## src/rtl/ad9517_spi_pkg.sv

```systemverilog
// ============================================================================
// Module : ad9517_spi_pkg
// Brief  : Shared state encoding, instruction-word field positions and helpers
//          for the AD9517 single-byte SPI engine.
// Rev    : 1.0  initial release
// ============================================================================
`default_nettype none

package ad9517_spi_pkg;

  typedef enum logic [2:0] {
    IDLE  = 3'd0,
    SETUP = 3'd1,
    SHIFT = 3'd2,
    HOLD  = 3'd3,
    GAP   = 3'd4
  } spi_state_e;

  localparam int RW_BIT     = 23;
  localparam int W_MSB      = 22;
  localparam int W_LSB      = 21;
  localparam int ADDR_MSB   = 20;
  localparam int ADDR_LSB   = 8;
  localparam int DATA_MSB   = 7;
  localparam int INSTR_BITS = 16;
  localparam int TOTAL_BITS = 24;

  // Read instruction: R/W forced high, data phase driven as zeros.
  function automatic logic [TOTAL_BITS-1:0] read_word(
    input logic [W_MSB:W_LSB]       w_field,
    input logic [ADDR_MSB:ADDR_LSB] addr
  );
    logic [TOTAL_BITS-1:0] r;
    r                    = '0;
    r[RW_BIT]            = 1'b1;
    r[W_MSB:W_LSB]       = w_field;
    r[ADDR_MSB:ADDR_LSB] = addr;
    r[DATA_MSB:0]        = '0;
    return r;
  endfunction

endpackage

`default_nettype wire

```

## src/rtl/ad9517_spi_clkgen.sv

```systemverilog
// ============================================================================
// Module : ad9517_spi_clkgen
// Brief  : SCLK divider (CPOL=0) with 1-cycle strobes marking the clk edge on
//          which SCLK rises or falls; held low and reset while disabled.
// Rev    : 1.0  initial release
// ============================================================================
`default_nettype none

module ad9517_spi_clkgen
  import ad9517_spi_pkg::*;
#(
  parameter int CLK_DIV = 4
) (
  input  logic clk,
  input  logic nrst,
  input  logic i_en,
  output logic o_sclk,
  output logic o_rise,
  output logic o_fall
);

  localparam int DIV_W = $clog2(CLK_DIV);

  logic [DIV_W-1:0] div_q, div_d;
  logic             sclk_q, sclk_d;
  logic             half_done;

  assign half_done = i_en && (div_q == DIV_W'(CLK_DIV - 1));

  always_comb begin
    div_d  = '0;
    sclk_d = 1'b0;
    if (i_en) begin
      div_d  = half_done ? '0 : div_q + DIV_W'(1);
      sclk_d = half_done ? ~sclk_q : sclk_q;
    end
  end

  always_ff @(posedge clk or negedge nrst) begin
    if (!nrst) begin
      div_q  <= '0;
      sclk_q <= 1'b0;
    end else begin
      div_q  <= div_d;
      sclk_q <= sclk_d;
    end
  end

  assign o_sclk = sclk_q;
  assign o_rise = half_done && !sclk_q;
  assign o_fall = half_done && sclk_q;

endmodule

`default_nettype wire

```

## src/rtl/ad9517_spi_if.sv

```systemverilog
// ============================================================================
// Module : ad9517_spi_if
// Brief  : Single-byte 3-wire SPI engine for the AD9517. Define AD9517_4WIRE_EN
//          to sample read data from i_sdo and keep SDIO driven for all bits.
// Rev    : 1.0  initial release
// ============================================================================
`default_nettype none

module ad9517_spi_if
  import ad9517_spi_pkg::*;
#(
  parameter int CLK_DIV  = 4,
  parameter int CS_SETUP = 2,
  parameter int CS_HOLD  = 2,
  parameter int CS_IDLE  = 4
) (
  input  logic        clk,
  input  logic        nrst,
  input  logic        i_spi_wr_cmd,
  input  logic        i_spi_rd_cmd,
  input  logic [23:0] i_spi_wr_data,
  output logic        o_spi_busy,
  output logic [7:0]  o_spi_rd_data,
  output logic        o_spi_rd_valid,
  output logic        o_sclk,
  output logic        o_cs_n,
  output logic        o_sdio_out,
  output logic        o_sdio_oe,
  input  logic        i_sdio_in,
  input  logic        i_sdo
);

  localparam int CNT_MAX = (CS_SETUP > CS_HOLD) ?
                           ((CS_SETUP > CS_IDLE) ? CS_SETUP : CS_IDLE) :
                           ((CS_HOLD  > CS_IDLE) ? CS_HOLD  : CS_IDLE);
  localparam int CNT_W   = $clog2(CNT_MAX + 1);
  localparam logic [4:0] DATA_START = 5'(TOTAL_BITS - INSTR_BITS);

  spi_state_e            state_q, state_d;
  logic [CNT_W-1:0]      cnt_q, cnt_d;
  logic [4:0]            bit_cnt_q, bit_cnt_d;
  logic [TOTAL_BITS-1:0] sr_q, sr_d;
  logic [7:0]            rd_sr_q, rd_sr_d;
  logic [7:0]            rd_data_q, rd_data_d;
  logic                  is_rd_q, is_rd_d;
  logic                  busy_q, busy_d;
  logic                  cs_n_q, cs_n_d;
  logic                  oe_q, oe_d;
  logic                  rd_valid_q, rd_valid_d;
  logic                  sclk, sclk_rise, sclk_fall;
  logic                  sample_bit;

`ifdef AD9517_4WIRE_EN
  logic unused_sdio_in;
  assign sample_bit     = i_sdo;
  assign unused_sdio_in = i_sdio_in;
`else
  logic unused_sdo;
  assign sample_bit = i_sdio_in;
  assign unused_sdo = i_sdo;
`endif

  ad9517_spi_clkgen #(
    .CLK_DIV (CLK_DIV)
  ) u_clkgen (
    .clk    (clk),
    .nrst   (nrst),
    .i_en   (state_q == SHIFT),
    .o_sclk (sclk),
    .o_rise (sclk_rise),
    .o_fall (sclk_fall)
  );

  always_comb begin
    state_d    = state_q;
    cnt_d      = cnt_q;
    bit_cnt_d  = bit_cnt_q;
    sr_d       = sr_q;
    rd_sr_d    = rd_sr_q;
    rd_data_d  = rd_data_q;
    is_rd_d    = is_rd_q;
    busy_d     = busy_q;
    cs_n_d     = cs_n_q;
    oe_d       = oe_q;
    rd_valid_d = 1'b0;

    case (state_q)
      IDLE: begin
        // Write has priority when both strobes arrive together.
        if (i_spi_wr_cmd || i_spi_rd_cmd) begin
          is_rd_d   = !i_spi_wr_cmd;
          sr_d      = i_spi_wr_cmd ? i_spi_wr_data
                    : read_word(i_spi_wr_data[W_MSB:W_LSB], i_spi_wr_data[ADDR_MSB:ADDR_LSB]);
          rd_sr_d   = '0;
          bit_cnt_d = 5'(TOTAL_BITS - 1);
          cnt_d     = '0;
          busy_d    = 1'b1;
          cs_n_d    = 1'b0;
          oe_d      = 1'b1;
          state_d   = SETUP;
        end
      end
      SETUP: begin
        if (cnt_q == CNT_W'(CS_SETUP - 1)) begin
          cnt_d   = '0;
          state_d = SHIFT;
        end else begin
          cnt_d = cnt_q + CNT_W'(1);
        end
      end
      SHIFT: begin
        if (sclk_rise && is_rd_q && (bit_cnt_q < DATA_START)) begin
          rd_sr_d = {rd_sr_q[6:0], sample_bit};
        end
        if (sclk_fall) begin
          sr_d      = {sr_q[TOTAL_BITS-2:0], 1'b0};
          bit_cnt_d = bit_cnt_q - 5'd1;
`ifndef AD9517_4WIRE_EN
          // Turn the pad around once the instruction phase is fully clocked.
          if (is_rd_q && (bit_cnt_q == DATA_START)) begin
            oe_d = 1'b0;
          end
`endif
          if (bit_cnt_q == 5'd0) begin
            cnt_d   = '0;
            state_d = HOLD;
          end
        end
      end
      HOLD: begin
        if (cnt_q == CNT_W'(CS_HOLD - 1)) begin
          cnt_d   = '0;
          cs_n_d  = 1'b1;
          oe_d    = 1'b0;
          state_d = GAP;
        end else begin
          cnt_d = cnt_q + CNT_W'(1);
        end
      end
      GAP: begin
        if (cnt_q == CNT_W'(CS_IDLE - 1)) begin
          cnt_d   = '0;
          busy_d  = 1'b0;
          state_d = IDLE;
        end else begin
          cnt_d = cnt_q + CNT_W'(1);
        end
      end
      default: state_d = IDLE;
    endcase

    // Publish read data so the pulse lands in the final HOLD cycle.
    if (is_rd_q && (state_d == HOLD) && (cnt_d == CNT_W'(CS_HOLD - 1))) begin
      rd_valid_d = 1'b1;
      rd_data_d  = rd_sr_d;
    end
  end

  always_ff @(posedge clk or negedge nrst) begin
    if (!nrst) begin
      state_q    <= IDLE;
      cnt_q      <= '0;
      bit_cnt_q  <= '0;
      sr_q       <= '0;
      rd_sr_q    <= '0;
      rd_data_q  <= '0;
      is_rd_q    <= 1'b0;
      busy_q     <= 1'b0;
      cs_n_q     <= 1'b1;
      oe_q       <= 1'b0;
      rd_valid_q <= 1'b0;
    end else begin
      state_q    <= state_d;
      cnt_q      <= cnt_d;
      bit_cnt_q  <= bit_cnt_d;
      sr_q       <= sr_d;
      rd_sr_q    <= rd_sr_d;
      rd_data_q  <= rd_data_d;
      is_rd_q    <= is_rd_d;
      busy_q     <= busy_d;
      cs_n_q     <= cs_n_d;
      oe_q       <= oe_d;
      rd_valid_q <= rd_valid_d;
    end
  end

  assign o_spi_busy     = busy_q;
  assign o_spi_rd_data  = rd_data_q;
  assign o_spi_rd_valid = rd_valid_q;
  assign o_sclk         = sclk;
  assign o_cs_n         = cs_n_q;
  assign o_sdio_out     = sr_q[TOTAL_BITS-1];
  assign o_sdio_oe      = oe_q;

endmodule

`default_nettype wire

```

## config.mk

```make
export PLATFORM = sky130hd
export DESIGN_NAME = ad9517_spi_if
export DESIGN_NICKNAME = d
export VERILOG_FILES = /design/src/rtl/ad9517_spi_pkg.sv /design/src/rtl/ad9517_spi_clkgen.sv /design/src/rtl/ad9517_spi_if.sv
export SDC_FILE = /design/constraint.sdc
export NUM_CORES = 1
export LEC_CHECK = 0
export BUFFER_PORTS_ARGS = -buffer_cell sky130_fd_sc_hd__buf_2
export CAP_MARGIN = 20
export CELL_PAD_IN_SITES_DETAIL_PLACEMENT = 2
export CELL_PAD_IN_SITES_GLOBAL_PLACEMENT = 2
export CORE_MARGIN = 3
export CORE_UTILIZATION = 33
export DETAILED_ROUTE_END_ITERATION = 6
export PLACE_DENSITY_LB_ADDON = 0.1
export SLEW_MARGIN = 20
export SYNTH_ARGS = -nofsm -noshare
export SYNTH_HDL_FRONTEND = slang
export SYNTH_SLANG_ARGS = --single-unit
```

## constraint.sdc

```tcl
create_clock -name clk -period 3.22 [get_ports clk]
set_clock_uncertainty 0.2 [all_clocks]
set_input_delay 0.644 -clock clk [delete_from_list [all_inputs] [get_ports clk]]
set_output_delay 0.644 -clock clk [all_outputs]
set_load 0.01 [all_outputs]
```

==> results of run 1 <==
cells in the final DEF, fill, tap and decap left out, types with 2 or more instances in the layout:
cell type	n
buf_4	4
o21ai_1	2
xnor2_1	3
buf_12	2
o21ai_0	12
nand2_1	66
nand2b_1	2
nor4b_1	3
ha_1	7
buf_2	42
a21oi_1	6
nand3b_1	3
dfrtp_1	58
a31oi_1	22
mux2_4	8
nand3_1	14
nor2_1	30
inv_1	6
clkinv_2	3
xor2_1	2
clkbuf_8	10
nor3_1	3
sequential cells by signal, summed over array words and instances, names as in the netlist:
signal	cells
o_spi_rd_valid	1
u_clkgen.o_sclk	1
is_rd_q	1
o_spi_rd_data	8
o_spi_busy	1
bit_cnt_q	5
o_cs_n	1
state_q	3
u_clkgen.div_q	2
cnt_q	3
sr_q	24
o_sdio_oe	1
rd_sr_q	8
through the flow:
step / cell area, um^2 / std cells
floorplan: 2741 / 283
global placement: 3064 / 416
detailed placement: 3064 / 416
CTS: 3258 / 432
global route: 3258 / 432
finish: 3258 / 432
kinds of logic (layout without fill, tap and decap cells):
| family | Yosys count | in the layout | share of synthesized area [%] |
|---|---|---|---|
| mux | 8 | 8 | 4.382 |
| simple gates | 131 | 131 | 21.82 |
| fa+ha+maj | 7 | 7 | 3.195 |
| compound gates | 50 | 50 | 11.18 |
| buf+inv | 23 | 70 | 3.925 |
| flops | 59 | 59 | 53.90 |
| xor+xnor | 5 | 5 | 1.598 |
area by class of cell:
class,count,share of cell area [%]
sequential,59,45.35
tap,102,3.917
inverter,6,0.6912
timing repair buffer,48,8.602
clock buffer,11,4.339
multi-input combinational,201,35.48
clock inverter,5,1.613
synth_stat cells, drive strengths merged (2+ instances only):
master | n | area share [%]
buf | 10 | 2.1
o21ai | 14 | 2.6
xnor2 | 3 | 0.96
nand2b | 2 | 0.46
nor2 | 30 | 4.1
a31oi | 22 | 5.0
nor3 | 3 | 0.55
clkbuf | 7 | 0.96
nand3 | 14 | 2.6
mux2 | 8 | 4.4
ha | 7 | 3.2
nand2 | 66 | 9.0
a21oi | 6 | 1.1
nand3b | 3 | 0.82
nor4b | 3 | 0.96
inv | 6 | 0.82
dfrtp | 58 | 53
xor2 | 2 | 0.64
per-layer routing:
layer / vias to the layer above / routed length (um) / GRT usage [%]
met1: 1080 / 3342 / 21.25
li1: 1052 / - / -
met3: 5 / 232 / 5.025
met2: 28 / 3374 / 25.80
met4: 0 / 78 / 4.212
met5: - / 0 / 0
power by group through the flow:
stage	registers (W)	logic, W	clock network [W]
after global routing	0.000740	0.0000452	0.000734
after floorplan	0.000755	0.00000244	0
after CTS	0.000741	0.0000417	0.000695
after global placement	0.000755	0.0000403	0
after detailed placement	0.000755	0.0000414	0
final	0.000741	0.0000389	0.000671
worst max-delay path by stage:
| stage | startpoint | to | slack (ns) | depth (start not counted) |
|---|---|---|---|---|
| after floorplan | cnt_q[0] | o_spi_rd_data[0] | 0.93 | 8 |
| after global placement | cnt_q[0] | o_spi_rd_data[3] | 0.57 | 7 |
| after detailed placement | i_spi_wr_cmd | o_spi_rd_data[2] | 0.57 | 5 |
| after CTS | cnt_q[0] | o_spi_rd_data[5] | 0.54 | 7 |
| after global routing | cnt_q[0] | o_spi_rd_data[5] | 0.38 | 7 |
| final | cnt_q[0] | o_spi_rd_data[5] | 0.57 | 7 |
worst reg2reg max path, cell delays in order (launching register included):
cell,delay (ns)
dfrtp_1,0.41
ha_1,0.23
ha_1,0.20
nor4b_1,0.37
a21oi_1,0.14
o2111ai_1,0.21
and4b_1,0.41
mux2_4,0.38
==> flow_summary.ini, run 1 <==
[global_routing]
grt_pass1_vias = 2334
grt_use_total_pct = 16.13
grt_max_degree = 39
antenna_found_initial = 0
grt_remaining_overflow = 0
grt_pass1_wl_um = 12230

[pwr]
combPwrFrac_pct = 2.7
finalPower_w = 0.001450
internal_power_w = 0.001131
netSwitchingPower_w = 0.0003196
power_frac_seq_pct = 51.1
powerDensity_nw_per_um2 = 445.2
p_clk_share_pct = 46.2
swShare_pct = 22.04
p_leak_nw = 1.508
ir_drop_v = 0.0002260

[route]
drt_wl_total_um = 7027
vias = 2165
drt_first_pass_iters = 4
ant_nets = 0
viasPerCell = 5.012
drt_iter0_markers = 57
drc = 0
routedWlPerCell_um = 16.27

[layout]
antenna_cells = 0
fillers = 898
seq_area_um2 = 1478
nets = 362
final_layout_size_suffix_gt1_share_pct = 23.03
area_delta_synth_final_pct = 18.85
finish.utilization_pct = 41.31
multi_input_area_um2 = 1156

[critical_path]
crit_top_cell = ha_1
cp_data_required_time_ns = 3.24
reg2reg_slack_ns = 0.57
start_kind = flop
slowest_delay_ns = 0.41
crit_path_cell_trace = ha_1, ha_1, nor4b_1, a21oi_1, o2111ai_1, and4b_1, mux2_4
reg2reg_depth = 7
path_class = flop to flop
cp.arrival_ns = 2.67
crit_family = simple AND/OR/NAND/NOR gates
cp-end-kind = flop
cp_slowest_cell = dfrtp_1
worst-path-buf-inv = 0
timing.rr.start = cnt_q[0]
crit_fanout = 9
r2r_end = o_spi_rd_data[5]

[timing]
timing.final.ws_setup_ns = 0.5657
fmax_ghz = 0.3767
rsz0062_at_grt = false
setup_tns_ns = 0
slew_headroom_pct = 54.57
period_share_pct = 82.43
tightest_slew_ns = 0.6815
report.final.slew_viol_count = 0
hold_violations = 0
period_needed_ns = 2.654
holdWs_ns = 0.1440
setup_viol = 0

[logic_synthesis]
synth_edf_count = 0
ys_async_sr_fraction_pct = 100.0
ys_types = 40
yosysWarnings = 0
synth_seq_cells = 59
avgSynthCellArea_um2 = 9.687
postSynthCellCount = 283
synth-main-ff-cell = dfrtp_1
ys_seq_area_share_pct = 53.90
synth_nets = 320
netlist_area_um2 = 2741

[outcome]
status = finished clean

[floorplan]
std_cell_rows = 32
floorplan.initialDensity_pct = 34.76
die_area_um2 = 9437
die_y_um = 97.15
io_pins = 44
die_x_um = 97.15
core_area_um2 = 7888

[clock_tree]
htreeDepth = 3
post-cts-setup-buffers = 0
clk_pin_slew_ns = 0.07
cts_made_buffers = 9
cts-root-buf = clkbuf_8
cts_hold_buf = 0
cts_sinks = 59
cts_tree = yes
clock_path_buffers = 2
clock_latency_ns = 0.33
cts_resized = 0

[run]
maxCapViolCount = 0

[placed_design]
dp_slack_ns = 0.5704
routabilityCongestion = 0.7395
portBuffers = 42
hpwlAfterDp_um = 4771

[worst_hold_path]
min_path_type = input pin to asynchronous set/reset pin
Note: power is estimated with default switching activity, not from simulation.
==> run 2: changes to the inputs <==
Settings changed: ABC_AREA set to 1.
Clock period 3.22 ns to 2.6 ns, I/O delays scaled along.
==> run 2 against run 1 <==
  * Worst hold slack gained 0.067 ns
  * Clock power grew 32%
  * Sequential share of layout area shrank 1.5 points
  * Worst setup slack lost 0.10 ns
  * Synthesized cell count grew 15%
  * Critical path type unchanged
  * Critical endpoint is now o_spi_rd_data[2]
  * Highest routed layer unchanged
==> flow_summary.ini, run 2 <==
[timing]
report.final.slew_viol_count = 0
hold_violations = 0
setup_tns_ns = 0
fmax_ghz = 0.4682
period_needed_ns = 2.136
setup_viol = 0
tightest_slew_ns = 0.4478
rsz0062_at_grt = false
period_share_pct = 82.14
slew_headroom_pct = 69.87

[global_routing]
antenna_found_initial = 0
grt_remaining_overflow = 0
grt_pass1_wl_um = 12340
grt_pass1_vias = 2682
grt_max_degree = 60
grt_use_total_pct = 15.98

[clock_tree]
post-cts-setup-buffers = 0
cts_sinks = 59
cts-root-buf = clkbuf_8
htreeDepth = 3
cts_resized = 0
cts_tree = yes
cts_hold_buf = 1
clock_path_buffers = 2
cts_made_buffers = 9
clk_pin_slew_ns = 0.07
clock_latency_ns = 0.34

[route]
ant_nets = 0
viasPerCell = 4.879
drt_wl_total_um = 6973
drt_iter0_markers = 78
drt_first_pass_iters = 4
drc = 0
routedWlPerCell_um = 14.50
vias = 2347

[layout]
top_register = sr_q
nets = 411
layout_commonest_cell = nand2_1
stdcell_area_um2 = 3373
final_layout_size_suffix_gt1_share_pct = 22.69
largest_register_ffs = 24
final_cell_mix = nand2_1 (69), dfrtp_1 (58), inv_1 (48)
finish.utilization_pct = 42.34
antenna_cells = 0
area_delta_synth_final_pct = 20.52

[placed_design]
routabilityCongestion = 0.7774
portBuffers = 42
hpwlAfterDp_um = 4905
placed_area_um2 = 3151

[logic_synthesis]
synth_mux_area_share_pct = 0
yosys-top-cells-count = nand2_1 (69), dfrtp_1 (58), inv_1 (48)
synth-main-ff-cell = dfrtp_1
yosysMostFrequentCell = nand2_1
yosysWarnings = 0
netlist_area_um2 = 2799
synth_top_family_by_area = simple AND/OR/NAND/NOR gates
netlist.area_leader.share_pct = 51.86
ys_types = 32
synth-xor-area-share_pct = 0.3129
postSynthCellCount = 325
synth_edf_count = 0
ys_async_sr_fraction_pct = 100.0
synth_seq_cells = 59
synthAdderAreaFrac_pct = 3.129
synth_nets = 362
synth_area_leaders = dfrtp_1 (52%), nand2_1 (9.3%), inv_1 (6.4%), o21ai_0 (6.1%), nand3_1 (4.1%)
synth_compound_area_share_pct = 13.95
ys_seq_area_share_pct = 52.79
avgSynthCellArea_um2 = 8.612
synthSimpleGateAreaFrac_pct = 21.14
synth_top_area_cell = dfrtp_1

[pwr]
p_leak_nw = 1.726
ir_drop_v = 0.0003003
finalPower_w = 0.001858
powerDensity_nw_per_um2 = 550.7

[floorplan]
std_cell_rows = 32
die_x_um = 98.10
die_area_um2 = 9623
floorplan.initialDensity_pct = 35.13
io_pins = 44
die_y_um = 98.10
core_area_um2 = 7968

[worst_hold_path]
holdPathEnd = sr_q[0]
min_path_type = input pin to flop
worstHoldPathCells = 3
min_from = i_spi_wr_data[0]

[critical_path]
reg2reg_slack_ns = 0.46
reg2reg_depth = 8
r2r_end = o_spi_rd_data[2]
crit_fanout = 8
start_kind = flop
cp_data_required_time_ns = 2.68
timing.rr.start = cnt_q[0]
path_class = flop to flop
cp-end-kind = flop
cp.arrival_ns = 2.21

[run]
maxCapViolCount = 0

[outcome]
status = finished clean
==> run 2: changes by cell type in the layout (fill, tap and decap cells not counted), moves of 7 or more <==
cell,previous run,this run
nand3_1,14,23
nor2_1,30,13
o211ai_1,0,11
a31oi_1,22,5
o21ai_0,12,34
o22ai_1,0,7
mux2_4,8,0
inv_1,6,48
==> run 2: power breakdown <==
part | internal (W) | switching, W | total, W
sequential | 0.000920 | 0.000000585 | 0.000921
clock | 0.000518 | 0.000368 | 0.000886
combinational | 0.0000204 | 0.0000305 | 0.0000509
total | 0.00146 | 0.000399 | 0.00186
==> run 2: stage by stage <==
| step | std cells | worst slack, ns | hold WS, ns |
|---|---|---|---|
| final | 481 | 0.4643 | 0.2107 |
| after global routing | 481 | 0.2708 | 0.2244 |
| after CTS | 481 | 0.4530 | 0.1909 |
| after detailed placement | 464 | 0.4612 | 0.2334 |
| after global placement | 464 | 0.5412 | 0.2180 |
| after floorplan | 325 | 0.7343 | 0.02441 |
==> run 2: worst max path at each step <==
stage          cells after the start                to    startpoint
2_1_floorplan                      9          sr_q[15]  i_spi_wr_cmd
3_3_place_gp                      11  o_spi_rd_data[1]  i_spi_wr_cmd
3_5_place_dp                       8  o_spi_rd_data[2]      cnt_q[0]
4_1_cts                            8  o_spi_rd_data[2]      cnt_q[0]
5_1_grt                            8  o_spi_rd_data[2]      cnt_q[0]
6_report                           8  o_spi_rd_data[2]      cnt_q[0]
==> run 2: routing by layer <==
metal | vias to the layer above | part of all wire [%] | track usage [%]
li1 | 1153 | - | -
met1 | 1155 | 46 | 19.87
met2 | 30 | 49 | 27.02
met3 | 9 | 3.3 | 3.000
met4 | 0 | 1.7 | 7.029
met5 | - | 0 | 0
==> run 2: cells by family after synthesis <==
group           Yosys count
simple gates            128
compound gates           67
buf+inv                  63
flops                    59
fa+ha+maj                 7
xor+xnor                  1
==> run 2: layout make-up <==
class	instances	area [um^2]
fillers	920	4594
inverters	51	191.4
well taps	102	127.6
clock inverters	4	47.55
flip-flops and latches	59	1478
multi-input cells	203	1079
clock buffers	12	165.2
repair buffers	50	285.3
==> run 2: critical path: stages (launching register included) <==
cell     delay, ns
dfrtp_1       0.42
ha_1          0.23
ha_1          0.21
o21ai_1       0.21
or2_1         0.13
nand2_1       0.11
nor2_2        0.33
nand3_1       0.15
nand2_1       0.09
